===== src/rtl/fixedpoint_requantizer.sv =====
// fixedpoint_requantizer: shift, round-half-even and saturate a wide signed word
// into the narrow datapath format, as a 2-stage valid/ready pipeline.
module fixedpoint_requantizer #(
    parameter int WIDTH_INPUT  = 32,
    parameter int WIDTH_OUTPUT = 16,
    parameter int FRAC_INPUT   = 18,
    parameter int FRAC_OUTPUT  = 9,
    parameter int WIDTH_CNT    = 16
) (
    input  logic                    clk_i,
    input  logic                    rst_i,
    input  logic [WIDTH_INPUT-1:0]  data_i,
    input  logic                    valid_i,
    output logic                    ready_o,
    output logic [WIDTH_OUTPUT-1:0] data_o,
    output logic                    sat_o,
    output logic                    valid_o,
    input  logic                    ready_i,
    input  logic                    clr_i,
    output logic [WIDTH_CNT-1:0]    sat_cnt_o
);
    localparam int SHIFT = FRAC_INPUT - FRAC_OUTPUT;
    localparam int WR    = WIDTH_INPUT - SHIFT + 1;
    logic [WR-1:0] r, s1_r;
    logic up, s1_valid, s2_free, pos_ovf, neg_ovf;
    // data_i[SHIFT] is the LSB of the truncated value, which breaks exact ties toward even
    assign up      = data_i[SHIFT-1] & ((|data_i[SHIFT-2:0]) | data_i[SHIFT]);
    assign r       = {data_i[WIDTH_INPUT-1], data_i[WIDTH_INPUT-1:SHIFT]} + WR'(up);
    assign s2_free = !valid_o | ready_i;
    assign ready_o = !s1_valid | s2_free;
    assign pos_ovf = !s1_r[WR-1] & (|s1_r[WR-2:WIDTH_OUTPUT-1]);
    assign neg_ovf = s1_r[WR-1] & ~(&s1_r[WR-2:WIDTH_OUTPUT-1]);
    always_ff @(posedge clk_i) begin
        if (rst_i) begin
            s1_valid  <= 1'b0;
            s1_r      <= '0;
            valid_o   <= 1'b0;
            data_o    <= '0;
            sat_o     <= 1'b0;
            sat_cnt_o <= '0;
        end else begin
            if (ready_o) s1_valid <= valid_i;
            if (valid_i && ready_o) s1_r <= r;
            if (s2_free) valid_o <= s1_valid;
            if (s2_free && s1_valid) begin
                data_o <= pos_ovf ? {1'b0, {(WIDTH_OUTPUT-1){1'b1}}} :
                          neg_ovf ? {1'b1, {(WIDTH_OUTPUT-1){1'b0}}} : s1_r[WIDTH_OUTPUT-1:0];
                sat_o  <= pos_ovf | neg_ovf;
            end
            if (clr_i) sat_cnt_o <= '0;
            else if (valid_o && ready_i && sat_o && !(&sat_cnt_o)) sat_cnt_o <= sat_cnt_o + WIDTH_CNT'(1);
        end
    end
endmodule


===== config.mk =====
export PLATFORM = sky130hd
export DESIGN_NAME = fixedpoint_requantizer
export DESIGN_NICKNAME = d
export VERILOG_FILES = /design/src/rtl/fixedpoint_requantizer.sv
export SDC_FILE = /design/constraint.sdc
export NUM_CORES = 1
export LEC_CHECK = 0
export CAP_MARGIN = 40
export CORE_MARGIN = 3
export CORE_UTILIZATION = 40
export DETAILED_ROUTE_END_ITERATION = 7
export DONT_BUFFER_PORTS = 1
export MAX_ROUTING_LAYER = met4
export PLACE_DENSITY = 0.55
export SYNTH_ARGS = -nofsm -noshare
export SYNTH_HDL_FRONTEND = slang
export SYNTH_SLANG_ARGS = --single-unit

===== constraint.sdc =====
create_clock -name clk_i -period 3.1 [get_ports clk_i]
set_input_delay 0.155 -clock clk_i [delete_from_list [all_inputs] [get_ports clk_i]]
set_output_delay 0.155 -clock clk_i [all_outputs]
set_load 0.01 [all_outputs]

==> metrics list <==
- The flow ran to the end, and the final reports show no timing, DRC or antenna violations.
* TritonCTS clock tree: yes
- For the pin with the worst max-slew slack, the measured transition is between 600 and 700 ps.
- In this run the tightest slew margin relative to its limit is 0.542.
* Synth area leaders: sky130_fd_sc_hd__dfxtp_1 (41%), sky130_fd_sc_hd__a21oi_1 (6.4%), sky130_fd_sc_hd__nand2_1 (5.3%), sky130_fd_sc_hd__o21ai_0 (4.5%), sky130_fd_sc_hd__o211ai_1 (4.1%)
* Number of design-rule violations left by the first detailed-router iteration: about 170
* Minimum hold slack: roughly 15 ps
- For the worst-skew pair, the clock arrives at the later sink with an insertion delay of 330 ps.
- The total overflow left after global routing is 0.
- STA puts the critical path data required time at 3360 ps.
* CTS-repair resized insts: 0
- The number of setup buffers added after CTS is 0.
- The number of global-route vias before repair was between 2,000 and 2,500.
* Cells along the critical path: and4_1 -> nand4_1 -> or4_1 -> a21oi_1
* Fraction of post-synthesis cell area in the top cell type by area: 0.407
- The die covers 8320 µm².
* Fraction of final layout cells with drive strength greater than 1: 0.0712
* Class of the tightest hold or removal check: in -> reg
- In this run the deepest clock path goes through 2 buffers.
- A synthesized cell averages 8.16 µm².
* Setup crit end kind: register
- Number of enable-type register cells in the synthesized netlist: 0
- Synth Instances: approximately 360
- The root buffer cell chosen for the clock tree is sky130_fd_sc_hd__clkbuf_8.
- In this run the static leakage power is 1.06 nW.
* RSZ-0062 raised after global routing: no
- Worst reg2reg path startpoint: sat_cnt_o[2]
- In this run, synthesis produced a sequential element count of 59.
- Total net switching power: 421 µW
- Across every metal layer, demand over resource in global routing totals 0.192.
* TritonCTS Sinks: 59
- Port buffer count: 0
* Wire length of the first global-routing pass: about 13,000 µm
- In the final design database the tool counted 399 nets.
* Vias post-DR: roughly 2,600
- Setup violations remaining at the end of the flow were counted as 0.
- Met2 Routed Length: 3020 µm
* CTS buffer count: 9
* Pin count of the biggest net entering global routing: 48
* Power per cell area: ~550 nW/µm²
- The mapped netlist covers 2900 µm².
- Switching power share of the total: 0.229
- Final non-filler cell total: between 400 and 500
* Wirelength per Cell: about 16 µm
- Summed negative setup slack over all endpoints: 0 ps
- Number of maximum-capacitance violations: 0
- The count of endpoints failing hold in the final timing report is 0.
- Compared with the post-synthesis result, the final layout area differs by 14.4%.
* Flop pwr share: 0.456
- The detailed router put a total of around 3800 µm of wire on met1.
* Initial Utilization: 0.420
* Cells after DPL: 436
* Final Slew Violations: 0
- Number of nets with antenna violations after detailed routing: 0
* Clock transition at path regs: about 70 ps
* Die extent in x: 91.2 µm
* Cell depth of the worst flop-to-flop path: 4
- Internal portion of total power: 1.41 mW
* Crit. Startpoint: sat_cnt_o[2]
* Min cycle time layout: 1860 ps
- Row generation in the floorplan step produced 30 rows.
- Last element of the critical path: sat_cnt_o[15]
- Number of top-level design ports: 72
* Area leader, netlist: sky130_fd_sc_hd__dfxtp_1
* Combinational power share: 0.077
- Slack of the worst reg-to-reg path: 1240 ps
- The design draws 1.83 mW.
* Largest driver fanout on the critical path: 8
- Period Utilization, post-route: 0.600
- HPWL after DPL: 5370 µm
* Type of the worst setup path: reg -> reg
- Share of total power in the clock network: 0.467
- Worst-case vdd ir drop: 195 µV
- For this run, the register share of the synthesized area comes to 0.407.
- Routed length on met3: between 600 and 700 µm
* Post-Syn Nets: 395
* Standard cell with the maximum stage delay on the critical path: sky130_fd_sc_hd__or4_1
* Antenna diode count: 0
- Number of synthesis warnings: 0
- At the end of routability-driven placement, the weighted congestion stood at approximately 0.92.
- For this run, design rule violations remaining after detail routing come to 0.
- The initial antenna violation count was 0.
- The first TritonRoute pass finished after 4 iterations.
- Worst reg2reg endpoint: sat_cnt_o[15]
* Worst hold path cell count: 2
- Data arrives at the worst endpoint at 2120 ps.
- Dominant register cell in the synthesized netlist: sky130_fd_sc_hd__dfxtp_1
* Async set-reset flop share out of synthesis: 0
- Largest stage delay, worst path: roughly 550 ps
- Timing-limited maximum frequency: between 500 and 600 MHz
* Post-Route WL: 7540 µm
- After detailed routing, the number of vias per cell comes to 5.73.
* H-tree depth reported by CTS: 3
- Element type at the critical path start: register
- Floorplan core area: about 6900 µm²
- After detailed routing, no signal wire sits above met4.
- The die is 91.2 µm tall.
* Distinct cell type count of the synthesized netlist: approximately 40
- The clock arrives with 5.77 ps of skew.
- # hold bufs at CTS: 8
## layout by cell type (no fill, tap or decap), types with 2 or more instances in the layout
cell type / instances
sky130_fd_sc_hd__dfxtp_1: 59
sky130_fd_sc_hd__nand2_1: 41
sky130_fd_sc_hd__a21oi_1: 37
sky130_fd_sc_hd__o21ai_0: 26
sky130_fd_sc_hd__nor2_1: 16
sky130_fd_sc_hd__o211ai_1: 16
sky130_fd_sc_hd__nand3_1: 14
sky130_fd_sc_hd__or3_1: 14
sky130_fd_sc_hd__xnor2_1: 12
sky130_fd_sc_hd__inv_1: 11
sky130_fd_sc_hd__nand4_1: 11
sky130_fd_sc_hd__clkbuf_8: 10
sky130_fd_sc_hd__nor4_1: 9
sky130_fd_sc_hd__a211oi_1: 9
sky130_fd_sc_hd__dlygate4sd3_1: 8
sky130_fd_sc_hd__nor3_1: 7
sky130_fd_sc_hd__a31oi_1: 7
sky130_fd_sc_hd__mux2i_1: 6
sky130_fd_sc_hd__and2_1: 5
sky130_fd_sc_hd__and4_1: 5
sky130_fd_sc_hd__or4_1: 5
sky130_fd_sc_hd__bufinv_16: 3
sky130_fd_sc_hd__buf_4: 3
sky130_fd_sc_hd__nand4_2: 2
sky130_fd_sc_hd__xor2_1: 2
sky130_fd_sc_hd__nand2b_1: 2
sky130_fd_sc_hd__and3_1: 2
sky130_fd_sc_hd__o41ai_1: 2
sky130_fd_sc_hd__o31ai_1: 2
sky130_fd_sc_hd__o2111ai_1: 2
sky130_fd_sc_hd__ha_1: 2
sky130_fd_sc_hd__clkinv_2: 2
## flip-flops by register name, summed over array words and instances, names as in the netlist
name       flops
data_o        16
s1_r          24
s1_valid       1
sat_cnt_o     16
sat_o          1
valid_o        1
## cell usage after synthesis, types with 9 or more instances
cell type and number:
sky130_fd_sc_hd__nor2_1 16, sky130_fd_sc_hd__xnor2_1 12, sky130_fd_sc_hd__nor4_1 9, sky130_fd_sc_hd__o21ai_0 26, sky130_fd_sc_hd__a211oi_1 9, sky130_fd_sc_hd__nand3_1 14, sky130_fd_sc_hd__nand2_1 41, sky130_fd_sc_hd__dfxtp_1 59
sky130_fd_sc_hd__a21oi_1 37, sky130_fd_sc_hd__inv_1 11, sky130_fd_sc_hd__clkbuf_1 15, sky130_fd_sc_hd__or3_1 14, sky130_fd_sc_hd__nand4_1 11, sky130_fd_sc_hd__o211ai_1 16
## routing by layer
| layer | track usage | vias to the layer above |
|---|---|---|
| met4 | 0.0678 | 0 |
| met2 | 0.245 | 84 |
| met1 | 0.277 | 1215 |
| li1 | - | 1334 |
| met3 | 0.0621 | 7 |
| met5 | - | - |
## area by class of cell
cell class                 instances  area, µm²
clock buffer                      11        141
clock inverter                     5        100
fill                             732       3580
inverter                          11       41.3
multi-input combinational        267       1610
sequential                        59       1180
tap                               96        120
timing repair buffer              12        130
## worst max-delay path, delay by kind of cell, from the launching register on
| kind | cells | cell delay [ps] |
|---|---|---|
| AOI/OAI and AO/OA | 1 | 150 |
| DFF | 1 | 500 |
| and+or+nand+nor | 3 | 1140 |
## through the flow
| step | worst slack [ps] | util | cell area (µm²) |
|---|---|---|---|
| after global placement | 1250 | 0.430 | 2970 |
| after detailed placement | 1260 | 0.431 | 2970 |
| after floorplan | 1470 | - | 2900 |
| after global routing | 1080 | 0.481 | 3320 |
| after CTS | 1250 | 0.477 | 3300 |
| final | 1240 | 0.481 | 3320 |
## power groups by stage
stage | logic [mW] | clock network (mW) | registers (mW)
6_report | 0.142 | 0.857 | 0.836
5_1_grt | 0.162 | 0.915 | 0.841
4_1_cts | 0.139 | 0.876 | 0.835
3_5_place_dp | 0.124 | 0 | 0.852
3_3_place_gp | 0.121 | 0 | 0.852
2_1_floorplan | 0.107 | 0 | 0.842
## cell families after synthesis
family / count (synthesis) / synth area share
AND/OR/NAND/NOR: 138 / 0.259
adder cells (fa/ha/maj): 2 / 0.00862
multiplexers: 6 / 0.0207
XOR/XNOR: 14 / 0.0422
AO/OA/AOI/OAI: 107 / 0.224
flip-flops: 59 / 0.407
buffers and inverters: 30 / 0.0392
## how the worst min path moves through the flow
| stage | from | end | slack (ps) |
|---|---|---|---|
| after global routing | data_i[29] | s1_r[20] | 4 |
| after floorplan | valid_i | s1_valid | 280 |
| final | data_i[25] | s1_r[16] | 20 |
| after CTS | data_i[28] | s1_r[19] | 2 |
| after global placement | rst_i | s1_r[23] | 230 |
| after detailed placement | rst_i | s1_valid | 230 |
No activity file was read; power rests on OpenSTA's default activity.
